==> config.mk <==
export PLATFORM = sky130hd
export DESIGN_NAME = adc_responder
export DESIGN_NICKNAME = d
export VERILOG_FILES = /design/src/rtl/adc_responder.sv
export SDC_FILE = /design/constraint.sdc
export NUM_CORES = 1
export LEC_CHECK = 0
export CAP_MARGIN = 20
export CORE_MARGIN = 8
export CORE_UTILIZATION = 30
export DETAILED_ROUTE_END_ITERATION = 12
export GPL_ROUTABILITY_DRIVEN = 1
export PLACE_DENSITY_LB_ADDON = 0.08
export SYNTH_ARGS = -nofsm -noshare
export SYNTH_HDL_FRONTEND = slang
export SYNTH_SLANG_ARGS = --single-unit
==> constraint.sdc <==
create_clock -name i_clk -period 3.3 [get_ports i_clk]
set_input_delay 0.33 -clock i_clk [delete_from_list [all_inputs] [get_ports i_clk]]
set_output_delay 0.33 -clock i_clk [all_outputs]
set_load 0.01 [all_outputs]
==> src/rtl/adc_responder.sv <==
// SPI responder emulating a two-channel 10-bit SAR ADC (MCP3002-style).
// SPI pins are oversampled on i_clk; SCLK is only ever treated as data.
module adc_responder #(
    parameter int DATA_W      = 10,
    parameter int SYNC_STAGES = 2
) (
    input  logic              i_clk,
    input  logic              i_rst,
    input  logic              p_clk,
    input  logic              p_cs,
    input  logic              p_in,
    output logic              p_out,
    output logic              o_out_en,
    input  logic [DATA_W-1:0] i_data0,
    input  logic [DATA_W-1:0] i_data1,
    output logic              o_sample,
    output logic              o_channel,
    output logic              o_frame_error
);
    localparam int IDX_W = (DATA_W > 1) ? $clog2(DATA_W) : 1;

    typedef enum logic [2:0] {
        ST_IDLE,
        ST_START,
        ST_CFG,
        ST_NULL,
        ST_MSB,
        ST_LSB,
        ST_DONE
    } state_t;

    // synchronizers and edge history
    logic [SYNC_STAGES-1:0] r_sclk_sync;
    logic [SYNC_STAGES-1:0] r_cs_sync;
    logic [SYNC_STAGES-1:0] r_din_sync;
    logic [SYNC_STAGES-1:0] r_fill;
    logic                   r_sclk_q;
    logic                   r_cs_q;
    logic                   r_armed;

    logic w_sclk_s;
    logic w_cs_s;
    logic w_din_s;
    logic w_sync_valid;
    logic w_rise;
    logic w_fall;
    logic w_cs_rise;
    logic w_cs_fall;

    // frame state
    state_t            r_state;
    logic [1:0]        r_cfg_cnt;
    logic              r_sgl;
    logic              r_msbf;
    logic [DATA_W-1:0] r_value;
    logic [IDX_W-1:0]  r_index;
    logic              r_msb_done;
    logic              r_out;
    logic              r_out_en;
    logic              r_sample;
    logic              r_channel;
    logic              r_frame_error;

    state_t            w_state_next;
    logic [1:0]        w_cfg_cnt_next;
    logic              w_sgl_next;
    logic              w_msbf_next;
    logic [DATA_W-1:0] w_value_next;
    logic [IDX_W-1:0]  w_index_next;
    logic              w_msb_done_next;
    logic              w_out_next;
    logic              w_out_en_next;
    logic              w_sample_next;
    logic              w_channel_next;
    logic              w_frame_error_next;

    logic [DATA_W:0]   w_diff;
    logic [DATA_W-1:0] w_conv;
    logic [IDX_W-1:0]  w_index_inc;

    assign w_sclk_s     = r_sclk_sync[SYNC_STAGES-1];
    assign w_cs_s       = r_cs_sync[SYNC_STAGES-1];
    assign w_din_s      = r_din_sync[SYNC_STAGES-1];
    assign w_sync_valid = r_fill[SYNC_STAGES-1];

    assign w_rise    = w_sclk_s & ~r_sclk_q;
    assign w_fall    = ~w_sclk_s & r_sclk_q;
    assign w_cs_rise = w_cs_s & ~r_cs_q;
    assign w_cs_fall = ~w_cs_s & r_cs_q;

    assign w_index_inc = r_index + IDX_W'(1);

    always_ff @(posedge i_clk) begin
        if (i_rst) begin
            r_sclk_sync <= '0;
            r_cs_sync   <= '1;
            r_din_sync  <= '0;
            r_fill      <= '0;
            r_sclk_q    <= 1'b0;
            r_cs_q      <= 1'b1;
            r_armed     <= 1'b0;
        end else begin
            r_sclk_sync <= {r_sclk_sync[SYNC_STAGES-2:0], p_clk};
            r_cs_sync   <= {r_cs_sync[SYNC_STAGES-2:0], p_cs};
            r_din_sync  <= {r_din_sync[SYNC_STAGES-2:0], p_in};
            r_fill      <= {r_fill[SYNC_STAGES-2:0], 1'b1};
            r_sclk_q    <= w_sclk_s;
            r_cs_q      <= w_cs_s;
            // a frame only starts after CS has genuinely been seen high,
            // so a transfer interrupted by reset is not picked up halfway
            if (w_sync_valid && w_cs_s) begin
                r_armed <= 1'b1;
            end
        end
    end

    // conversion value; ODD arrives as the current DIN on the capture edge
    always_comb begin
        if (w_din_s) begin
            w_diff = {1'b0, i_data1} - {1'b0, i_data0};
        end else begin
            w_diff = {1'b0, i_data0} - {1'b0, i_data1};
        end
        if (r_sgl) begin
            w_conv = w_din_s ? i_data1 : i_data0;
        end else if (w_diff[DATA_W]) begin
            w_conv = '0;
        end else begin
            w_conv = w_diff[DATA_W-1:0];
        end
    end

    always_ff @(posedge i_clk) begin
        if (i_rst) begin
            r_state       <= ST_IDLE;
            r_cfg_cnt     <= '0;
            r_sgl         <= 1'b0;
            r_msbf        <= 1'b0;
            r_value       <= '0;
            r_index       <= '0;
            r_msb_done    <= 1'b0;
            r_out         <= 1'b0;
            r_out_en      <= 1'b0;
            r_sample      <= 1'b0;
            r_channel     <= 1'b0;
            r_frame_error <= 1'b0;
        end else begin
            r_state       <= w_state_next;
            r_cfg_cnt     <= w_cfg_cnt_next;
            r_sgl         <= w_sgl_next;
            r_msbf        <= w_msbf_next;
            r_value       <= w_value_next;
            r_index       <= w_index_next;
            r_msb_done    <= w_msb_done_next;
            r_out         <= w_out_next;
            r_out_en      <= w_out_en_next;
            r_sample      <= w_sample_next;
            r_channel     <= w_channel_next;
            r_frame_error <= w_frame_error_next;
        end
    end

    always_comb begin
        w_state_next       = r_state;
        w_cfg_cnt_next     = r_cfg_cnt;
        w_sgl_next         = r_sgl;
        w_msbf_next        = r_msbf;
        w_value_next       = r_value;
        w_index_next       = r_index;
        w_msb_done_next    = r_msb_done;
        w_out_next         = r_out;
        w_out_en_next      = r_out_en;
        w_sample_next      = 1'b0;
        w_channel_next     = r_channel;
        w_frame_error_next = 1'b0;

        if (w_cs_rise) begin
            w_state_next       = ST_IDLE;
            w_out_en_next      = 1'b0;
            w_out_next         = 1'b0;
            w_frame_error_next = (r_state == ST_CFG) || (r_state == ST_NULL) ||
                                 (r_state == ST_MSB) || (r_state == ST_LSB);
        end else if (!w_cs_s) begin
            case (r_state)
                ST_IDLE: begin
                    if (w_cs_fall && r_armed) begin
                        w_state_next = ST_START;
                    end
                end
                ST_START: begin
                    if (w_rise && w_din_s) begin
                        w_state_next   = ST_CFG;
                        w_cfg_cnt_next = 2'd0;
                    end
                end
                ST_CFG: begin
                    if (w_rise) begin
                        case (r_cfg_cnt)
                            2'd0: begin
                                w_sgl_next     = w_din_s;
                                w_cfg_cnt_next = 2'd1;
                            end
                            2'd1: begin
                                w_value_next   = w_conv;
                                w_sample_next  = 1'b1;
                                w_channel_next = w_din_s;
                                w_cfg_cnt_next = 2'd2;
                            end
                            default: begin
                                w_msbf_next  = w_din_s;
                                w_state_next = ST_NULL;
                            end
                        endcase
                    end
                end
                ST_NULL: begin
                    if (w_fall) begin
                        w_out_next      = 1'b0;
                        w_out_en_next   = 1'b1;
                        w_index_next    = IDX_W'(DATA_W - 1);
                        w_msb_done_next = 1'b0;
                        w_state_next    = ST_MSB;
                    end
                end
                ST_MSB: begin
                    if (w_fall) begin
                        if (!r_msb_done) begin
                            w_out_next = r_value[r_index];
                            if (r_index == '0) begin
                                w_msb_done_next = 1'b1;
                            end else begin
                                w_index_next = r_index - IDX_W'(1);
                            end
                        end else if (r_msbf) begin
                            w_state_next  = ST_DONE;
                            w_out_next    = 1'b0;
                            w_out_en_next = 1'b0;
                        end else begin
                            // LSB-first repeat starts at bit 1; bit 0 was the last MSB-first bit
                            w_state_next = ST_LSB;
                            w_out_next   = r_value[1];
                            w_index_next = IDX_W'(1);
                        end
                    end
                end
                ST_LSB: begin
                    if (w_fall) begin
                        if (r_index == IDX_W'(DATA_W - 1)) begin
                            w_state_next  = ST_DONE;
                            w_out_next    = 1'b0;
                            w_out_en_next = 1'b0;
                        end else begin
                            w_index_next = w_index_inc;
                            w_out_next   = r_value[w_index_inc];
                        end
                    end
                end
                ST_DONE: begin
                    w_out_next    = 1'b0;
                    w_out_en_next = 1'b0;
                end
                default: begin
                    w_state_next = ST_IDLE;
                end
            endcase
        end
    end

    assign p_out         = r_out;
    assign o_out_en      = r_out_en;
    assign o_sample      = r_sample;
    assign o_channel     = r_channel;
    assign o_frame_error = r_frame_error;

endmodule

After elaboration in Yosys (flattened, before gate mapping) --
Index checks and enable logic that the tools add are counted.
Operators by class: reduce and logical (&&, ||, !) cells 26, muxes and demuxes 51, eq/ne operators 22, add/subtract/negate cells 4, magnitude comparators 2, bitwise logic cells 13
Operators by type and width (number):
- 10-bit 2-to-1 mux | 3
- 4-bit 2-to-1 mux | 7
- 3-bit 2-to-1 mux | 9
- 5-bit AND reduction | 5
- 10-bit by 10-bit subtractor with 11-bit output | 2
- 3-bit one-hot mux with 7 select lines | 1
- 2-bit inequality test, second input constant | 10
- 1-bit 2-to-1 mux | 19
- 4-bit one-hot mux with 3 select lines | 1
- 11-bit 2-to-1 mux | 1
- 11-bit AND reduction | 1
- 4-bit by 5-bit less-than comparator with 1-bit output, second input constant | 2
- 3-bit == test, second input constant | 3
- 1-bit inverter | 9
- 9-bit AND reduction | 1
- 1-bit binary-select mux with 4-bit select | 2
- 1-bit one-hot mux with 4 select lines | 2
- 2-bit one-hot mux with 2 select lines | 2
- 8-bit AND reduction | 1
- 3-bit by 2-bit == test with 1-bit output, second input constant | 2
- 2-bit 2-to-1 mux | 3
- 3-bit inequality test, second input constant | 2
- 6-bit AND reduction | 1
- 2-bit OR reduction | 3
- 18 further kinds | 26
Storage, ports and cells: output and inout port bits 5, input bits 25, word-level logic and storage cells 138, bits in registers 38

Longest topological paths before layout --
Gate-level depths: netlist of the first run.
depth in word-level cells 6, gate-level depth with buffers 10, mapped depth without buffers 10

Least setup slack after synthesis of the first run --
OpenSTA, ideal clock, no wires.
path kind input port to flip-flop, from in i_data0[0], to reg r_value[0], buffers on the path 0, library setup time 131 ps, cell stages on the path 9, arrival time 2025 ps, path slack 1144 ps, cell sequence inv_1 ha_1 inv_1 fa_1 a311o_1 a41oi_4 o41ai_4 a221oi_1 nor3_1
Between the ends: word-level cells in the longest chain between the ends 4, elaborated cells between the ends (all ways) 6, those cells by class 2 x add/sub; 4 x mux
RTL lines:
- start, declared | RTL line 14 | input logic [DATA_W-1:0] i_data0,
- 10-bit by 10-bit subtractor with 11-bit output (on tied branches) | RTL line 122, 120
- 11-bit 2-to-1 mux | RTL line 119 | if (w_din_s) begin
- 10-bit 2-to-1 mux | RTL line 126 | end else if (w_diff[DATA_W]) begin
- 10-bit 2-to-1 mux * | RTL line 124 | if (r_sgl) begin
- end signal, assigned | RTL line 152 | r_value <= w_value_next;
- end, declared | RTL line 55 | logic [DATA_W-1:0] r_value;
Mark *: on every way between the ends. The rest lies on a longest branch, timed or not. A chain may end at the register's enable or synchronous reset.

Worst setup path in the final report of the first run --
from in i_data0[3], to reg r_value[1]
Between the ends: word-level cells in the longest chain between the ends 4, elaborated cells between the ends (all ways) 5, those cells by class 2 x add/sub; 3 x mux
RTL lines (RTL line):
- 10-bit by 10-bit subtractor with 11-bit output (on tied branches) | 122, 120
- 11-bit 2-to-1 mux * | 119
- 10-bit 2-to-1 mux * | 126
- 10-bit 2-to-1 mux * | 124
Marks and branches as above.

==> reports/qor.txt, run 1 <==
Setup TNS - 0 ns
commonest register cell after synthesis - sky130_fd_sc_hd__dfxtp_1
Buf+Inv Stages, Crit Path - 2
instance count after placement with tap cells included - 507
DRC - 0
DR WL/cell - 13.4 um
H-tree lvl count - 2
clock transition at the register clock pins on the worst setup and hold paths after CTS - 0.08 ns
met3 Use GR - 1.74%
Yosys top cell area share - 26.1%
DR pass1 iterations - 4
cell breakdown of the critical path - clkdlybuf4s50_1 > inv_1 > ha_1 > a21o_1 > a311o_1 > a41oi_4 > o41ai_4 > a221oi_1 > nor3_1
post-CTS repair timing setup buffer count - 0
final-report hold violation count - 0
slew at the pin closest to its max-slew limit - 0.767 ns
register area share after synthesis - 26.1%
number of slew-limit violations in the final report - 0
required time worst endpoint - 3.48 ns
layout cells sized above 1 - 8.12%
wire length of the first global-routing pass - 11800 um
clock sink count - 38
total of warnings raised by yosys - 0
gr usage total - 10.9%
die extent in y - 115 um
unrepaired setup endpoints after global routing - no
ANT cells - 0
quantity of hold-fixing buffers added after cts - 0
status - finished clean
Startpoint Class - primary input
Skew-Pair Late Insertion Delay - 0.29 ns
power density over the cells - 296 mW/mm^2
via count of the first global-routing pass - 2486
IO Pins - 30
largest area contributor in the synthesized netlist - sky130_fd_sc_hd__dfxtp_1
Final Critical Period - 2.51 ns
relative slew slack - 48.8%
gp weighted congestion - 0.780
via count - 2465
Rows - 36
Min-Delay Path Class - register to register
die outline area - 0.0131 mm^2
vias per inst - 4.79
Worst Skew - 0.00527 ns
Post-Syn Nets - 410
buffer type at the clock tree root - sky130_fd_sc_hd__clkbuf_8
Static Leakage - 0.00131 uW
peak ir drop on the vdd network - 119 uV
number of standard cells in the final layout excluding fillers - 515
Cell Area, Synth - 0.00291 mm^2
category of the worst setup path capture point - register
max-capacitance violation count - 0
Area growth, synth to finish - 17.0%
Clock Path Buffers - 2
most common library cells after synthesis - sky130_fd_sc_hd__dfxtp_1, sky130_fd_sc_hd__inv_1, sky130_fd_sc_hd__nand2_1, sky130_fd_sc_hd__nor2_1, sky130_fd_sc_hd__o21ai_0
number of distinct library cell variants in the gate-level netlist after synthesis - 59
iteration-0 DRC count of the detailed router - 102
total half-perimeter wirelength after legalization and detailed placement - 5360 um
share of flip-flops with an asynchronous set or reset after synthesis - 0%
number of instances in the synthesized netlist - 360
number of antenna violations at the first check in global routing - 0
placeable core region - 0.00959 mm^2
CTS tree - built
Critical Setup Path Class - primary input to register
Highest Clock Rate - 398 MHz
net count of the finished layout - 431
remaining number of nets flagged by the antenna check after routing - 0
overflow left after global routing - 0
GR met1 Demand/Resource - 13.8%
Initial Utilization - 30.4%
most common cell in the netlist - sky130_fd_sc_hd__dfxtp_1
routed wire length - 6900 um
leading cell types by total area after synthesis - sky130_fd_sc_hd__dfxtp_1, sky130_fd_sc_hd__ha_1, sky130_fd_sc_hd__o21ai_0
die width - 115 um
CTS-repair resized insts - 0
Largest delay share family, worst path - compound AO/OA/AOI/OAI gates
Slowest cell on crit path - sky130_fd_sc_hd__clkdlybuf4s50_1
Crit Path Max Fanout - 8
IO Port Bufs - 29
#FFs+latches synth - 38
count of flip-flops with a built-in enable after synthesis - 0
met2 GRT Util - 18.5%
fraction of the cycle the final worst path needs - 76.2%
CTS buffer count - 5
Syn Area/Cell - 8.09 um^2
maximum number of pins on one net before global-route repair - 24
max incr delay on CP - 0.48 ns
CP Data Arrival Time - 2.69 ns
most utilized layer in the global route result - met2
Setup-failing EPs final - 0
registers in the layout, indices dropped and copies added, names as in the netlist, 2 cells and up:
signal / cells
r_value: 10
r_index: 4
r_state: 3
r_cfg_cnt: 2
r_cs_sync: 2
r_din_sync: 2
r_fill: 2
r_sclk_sync: 2
metrics by stage:
stage / utilization, % / worst slack (ns) / hold slack [ns] / total power, uW / cell area (um^2)
2_1_floorplan: - / 1.14 / 0.389 / 611 / 2910
3_3_place_gp: 34.5 / 0.540 / 0.391 / 681 / 3310
3_5_place_dp: 34.5 / 0.483 / 0.394 / 680 / 3310
4_1_cts: 35.5 / 0.796 / 0.418 / 1030 / 3410
5_1_grt: 35.5 / 0.632 / 0.444 / 1070 / 3410
6_report: 35.5 / 0.785 / 0.418 / 1010 / 3410
final timing paths:
check / slack [ns] / to / start / cells after the start
setup / recovery: 0.79 / r_value[1]$_SDFFE_PP0P_ / i_data0[3] / 9
hold / removal: 0.42 / r_cs_sync[1]$_SDFF_PP1_ / r_cs_sync[0]$_SDFF_PP1_ / 1
setup reg to reg: 0.91 / p_out$_SDFFE_PP0P_ / r_index[0]$_SDFFE_PP0P_ / 6
hold reg to reg: 0.42 / r_cs_sync[1]$_SDFF_PP1_ / r_cs_sync[0]$_SDFF_PP1_ / 1
cells by family after synthesis:
kind of cell | after synthesis | share of synthesized area [%]
adder cells (fa/ha/maj) | 25 | 11.2
buffers and inverters | 52 | 7.21
AO/OA/AOI/OAI | 98 | 23.1
XOR/XNOR | 11 | 3.31
AND/OR/NAND/NOR | 121 | 22.1
flip-flops | 38 | 26.1
multiplexers | 15 | 7.00
report_power, final:
group	switching [uW]	total, uW	internal [uW]
sequential	6.15	470	464
combinational	104	196	92.3
clock	175	343	168
final cells by class:
type / instances / area (um^2)
fill: 1012 / 6180
inverter: 33 / 124
tap: 133 / 166
clock inverter: 2 / 12.5
multi-input combinational: 270 / 1940
sequential: 38 / 761
clock buffer: 6 / 82.6
timing repair buffer: 33 / 320
routing by layer:
metal,share of wire (%),vias up
met1,49,1111
li1,-,1316
met4,1.3,0
met2,48,32
met3,2.1,6
met5,0,-
cells in the final DEF (no fill, tap or decap), types with 3 or more instances in the layout:
cell type                         netlist  layout
sky130_fd_sc_hd__nand2_1               30      30
sky130_fd_sc_hd__mux2_2                 3       3
sky130_fd_sc_hd__clkbuf_8               0       6
sky130_fd_sc_hd__a32oi_1                3       3
sky130_fd_sc_hd__nand3_1                4       4
sky130_fd_sc_hd__nor2b_1               13      13
sky130_fd_sc_hd__ha_1                  23      23
sky130_fd_sc_hd__dfxtp_1               38      38
sky130_fd_sc_hd__mux4_2                 4       4
sky130_fd_sc_hd__inv_1                 33      33
sky130_fd_sc_hd__mux2i_1                8       8
sky130_fd_sc_hd__o21ai_1                4       4
sky130_fd_sc_hd__nor2_1                28      28
sky130_fd_sc_hd__nor3_1                11      11
sky130_fd_sc_hd__xor2_1                 6       6
sky130_fd_sc_hd__o21ai_0               27      27
sky130_fd_sc_hd__a21oi_1               21      21
sky130_fd_sc_hd__a221oi_1               6       6
sky130_fd_sc_hd__nand2b_1               9       9
sky130_fd_sc_hd__a31oi_1                5       5
sky130_fd_sc_hd__or2_2                  3       3
sky130_fd_sc_hd__and3_1                 5       5
sky130_fd_sc_hd__a211oi_1               8       8
sky130_fd_sc_hd__clkdlybuf4s50_1        0      29
sky130_fd_sc_hd__xnor2_1                5       5
sky130_fd_sc_hd__or3_1                  3       3
sky130_fd_sc_hd__a22oi_1                4       4
sky130_fd_sc_hd__buf_4                  0       4
(Power assumes the default switching activity.)
==> run 2: changes to the inputs <==
clock period = 2.5 ns   (was 3.3 ns; I/O delays follow)
==> run 2 against run 1 <==
  * Register-to-register slack got worse by 0.53 ns
  * Sequential power increased by 32%
  * Non-clock buffer count increased by 22
  * Clock skew about the same
  * Power increased by 38%
  * Combinational power increased by 59%
  * Routed wire length increased by 4.0%
  * Clock power increased by 34%
  * Worst hold slack got worse by 0.0063 ns
  * Highest routed layer unchanged
==> reports/qor.txt, run 2 (synthesis gave the netlist of run 1 again) <==
status - finished clean
gr usage total - 11.3% (+0.36 points)
max-capacitance violation count - 0 (unchanged)
instance count after placement with tap cells included - 527 (+3.9%)
remaining number of nets flagged by the antenna check after routing - 0 (unchanged)
Crit Path Max Fanout - 8 (unchanged)
worst slack at placement - -0.228 ns (-0.711 ns)
Area growth, synth to finish - 24.7%
commonest cells after routing, fill and taps aside - sky130_fd_sc_hd__dfxtp_1, sky130_fd_sc_hd__inv_1, sky130_fd_sc_hd__nand2_1, sky130_fd_sc_hd__clkdlybuf4s50_1, sky130_fd_sc_hd__nor2_1
worst setup margin - 0.116 ns (-0.669 ns)
die outline area - 0.0131 mm^2 (unchanged)
final standard cell area without fillers - 0.00363 mm^2 (+6.6%)
IO Pins - 30 (unchanged)
IO Port Bufs - 29 (unchanged)
number of slew-limit violations in the final report - 0 (unchanged)
Final Critical Period - 2.38 ns
final-report hold violation count - 0 (unchanged)
Static Leakage - 0.00145 uW (+10%)
buffer type at the clock tree root - sky130_fd_sc_hd__clkbuf_8
number of standard cells in the final layout excluding fillers - 537 (+4.3%)
clock transition at the register clock pins on the worst setup and hold paths after CTS - 0.08 ns (about the same)
H-tree lvl count - 2 (unchanged)
Slowest cell on crit path - sky130_fd_sc_hd__clkdlybuf4s50_1
wire length of the first global-routing pass - 12200 um (+3.5%)
met2 GRT Util - 18.9% (+0.47 points)
vias per inst - 4.82 (+0.65%)
DR pass1 iterations - 4 (unchanged)
GR met1 Demand/Resource - 14.3% (+0.44 points)
overflow left after global routing - 0 (unchanged)
Setup-failing EPs final - 0 (unchanged)
required time worst endpoint - 2.68 ns (-0.80 ns)
unrepaired setup endpoints after global routing - no
ANT cells - 0 (unchanged)
CTS tree - built
max incr delay on CP - 0.51 ns (+0.03 ns)
peak ir drop on the vdd network - 180 uV (+51%)
CTS buffer count - 5 (unchanged)
Critical Setup Path Class - primary input to register
post-layout total power - 1390 uW (+38%)
category of the worst setup path capture point - register
Worst Skew - 0.00498 ns (-0.000284 ns)
met3 Use GR - 2.11% (+0.37 points)
Min-Delay Path Class - register to register
DRC - 0 (unchanged)
largest registers in the final layout - r_value (10), r_index (4), r_state (3)
Largest delay share family, worst path - compound AO/OA/AOI/OAI gates
Initial Utilization - 30.4% (unchanged)
relative slew slack - 58.7% (+9.9 points)
most common library cell in the layout ignoring fill and taps - sky130_fd_sc_hd__dfxtp_1
utilization after layout - 37.9% (+2.3 points)
slew at the pin closest to its max-slew limit - 0.619 ns (-0.148 ns)
DR WL/cell - 13.4 um (-0.27%)
cell breakdown of the critical path - clkdlybuf4s50_1 > ha_2 > inv_1 > fa_1 > a311o_1 > a41oi_4 > o41ai_4 > buf_6 > a221oi_2 > nor3_1
clock sink count - 38 (unchanged)
Buf+Inv Stages, Crit Path - 3 (+1)
CP Data Arrival Time - 2.57 ns (-0.12 ns)
via count - 2587 (+4.9%)
gp weighted congestion - 0.815 (+4.4%)
iteration-0 DRC count of the detailed router - 80 (-22%)
Startpoint Class - primary input
Highest Clock Rate - 419 MHz
register name with the most flops - r_value
net count of the finished layout - 453 (+5.1%)
most utilized layer in the global route result - met2
die width - 115 um (unchanged)
die extent in y - 115 um (unchanged)
Rows - 36 (unchanged)
fraction of the cycle the final worst path needs - 95.4%
max reg flops - 10 (unchanged)
number of antenna violations at the first check in global routing - 0 (unchanged)
Clock Path Buffers - 2 (unchanged)
maximum number of pins on one net before global-route repair - 20 (-17%)
layout cells sized above 1 - 15.1% (+7.0 points)
Skew-Pair Late Insertion Delay - 0.29 ns (about the same)
placeable core region - 0.00959 mm^2 (unchanged)
via count of the first global-routing pass - 2555 (+2.8%)
total half-perimeter wirelength after legalization and detailed placement - 5570 um (+3.9%)
placed instance area - 0.00348 mm^2 (+4.9%)
power density over the cells - 383 mW/mm^2 (+29%)
routed wire length - 7170 um (+4.0%)
[run 2: cell count changes in the layout (fill, tap and decap cells not counted), sizes merged]
cell	before	now
buf	4	26
[run 2: per-stage QoR]
stage / TNS [ns] / hold WS [ns]
final: 0 / 0.411
after global routing: 0 / 0.429
after CTS: 0 / 0.421
after detailed placement: -1.61 / 0.397
after global placement: -1.23 / 0.395
after floorplan: 0 / 0.354
[run 2: final timing paths]
kind	depth (start not counted)	to	startpoint	slack, ns
worst min register to register	1	r_cs_sync[1]$_SDFF_PP1_	r_cs_sync[0]$_SDFF_PP1_	0.41
worst max register to register	6	p_out$_SDFFE_PP0P_	r_index[0]$_SDFFE_PP0P_	0.38
worst min-delay path	1	r_cs_sync[1]$_SDFF_PP1_	r_cs_sync[0]$_SDFF_PP1_	0.41
worst max-delay path	10	r_value[0]$_SDFFE_PP0P_	i_data1[0]	0.12
[run 2: cell type report]
cell class                      instances  area (um^2)
Fill cell                             996         5960
Multi-Input combinational cell        270         1990
Sequential cell                        38          761
Timing Repair Buffer                   55          502
Tap cell                              133          166
Inverter                               33          124
Clock buffer                            6         82.6
Clock inverter                          2         12.5
[run 2: what timing repair did]
| action | 4_1_cts | 5_1_grt |
|---|---|---|
| resized for setup | 0 | 9 |
| endpoints found under the setup margin | 0 | 6 |
| buffers inserted | 0 | 2 |
| hold buffers | 0 | 0 |
[run 2: worst reg2reg max path, cell delays in order, from the launching register on]
cell	delay, ns
sky130_fd_sc_hd__dfxtp_1	0.45
sky130_fd_sc_hd__inv_1	0.12
sky130_fd_sc_hd__ha_1	0.41
sky130_fd_sc_hd__mux4_2	0.54
sky130_fd_sc_hd__a32oi_1	0.18
sky130_fd_sc_hd__nand4_1	0.13
sky130_fd_sc_hd__nor3b_2	0.18
[run 2: where the power goes]
| group | internal [uW] | switching (uW) | total [uW] |
|---|---|---|---|
| logic | 156 | 156 | 312 |
| registers | 613 | 6.31 | 619 |
| clock network | 222 | 238 | 460 |
[run 2: layer usage]
metal,part of all wire (%),vias up
met5,0,-
li1,-,1357
met4,0.85,0
met2,47,30
met3,2.9,4
met1,49,1196
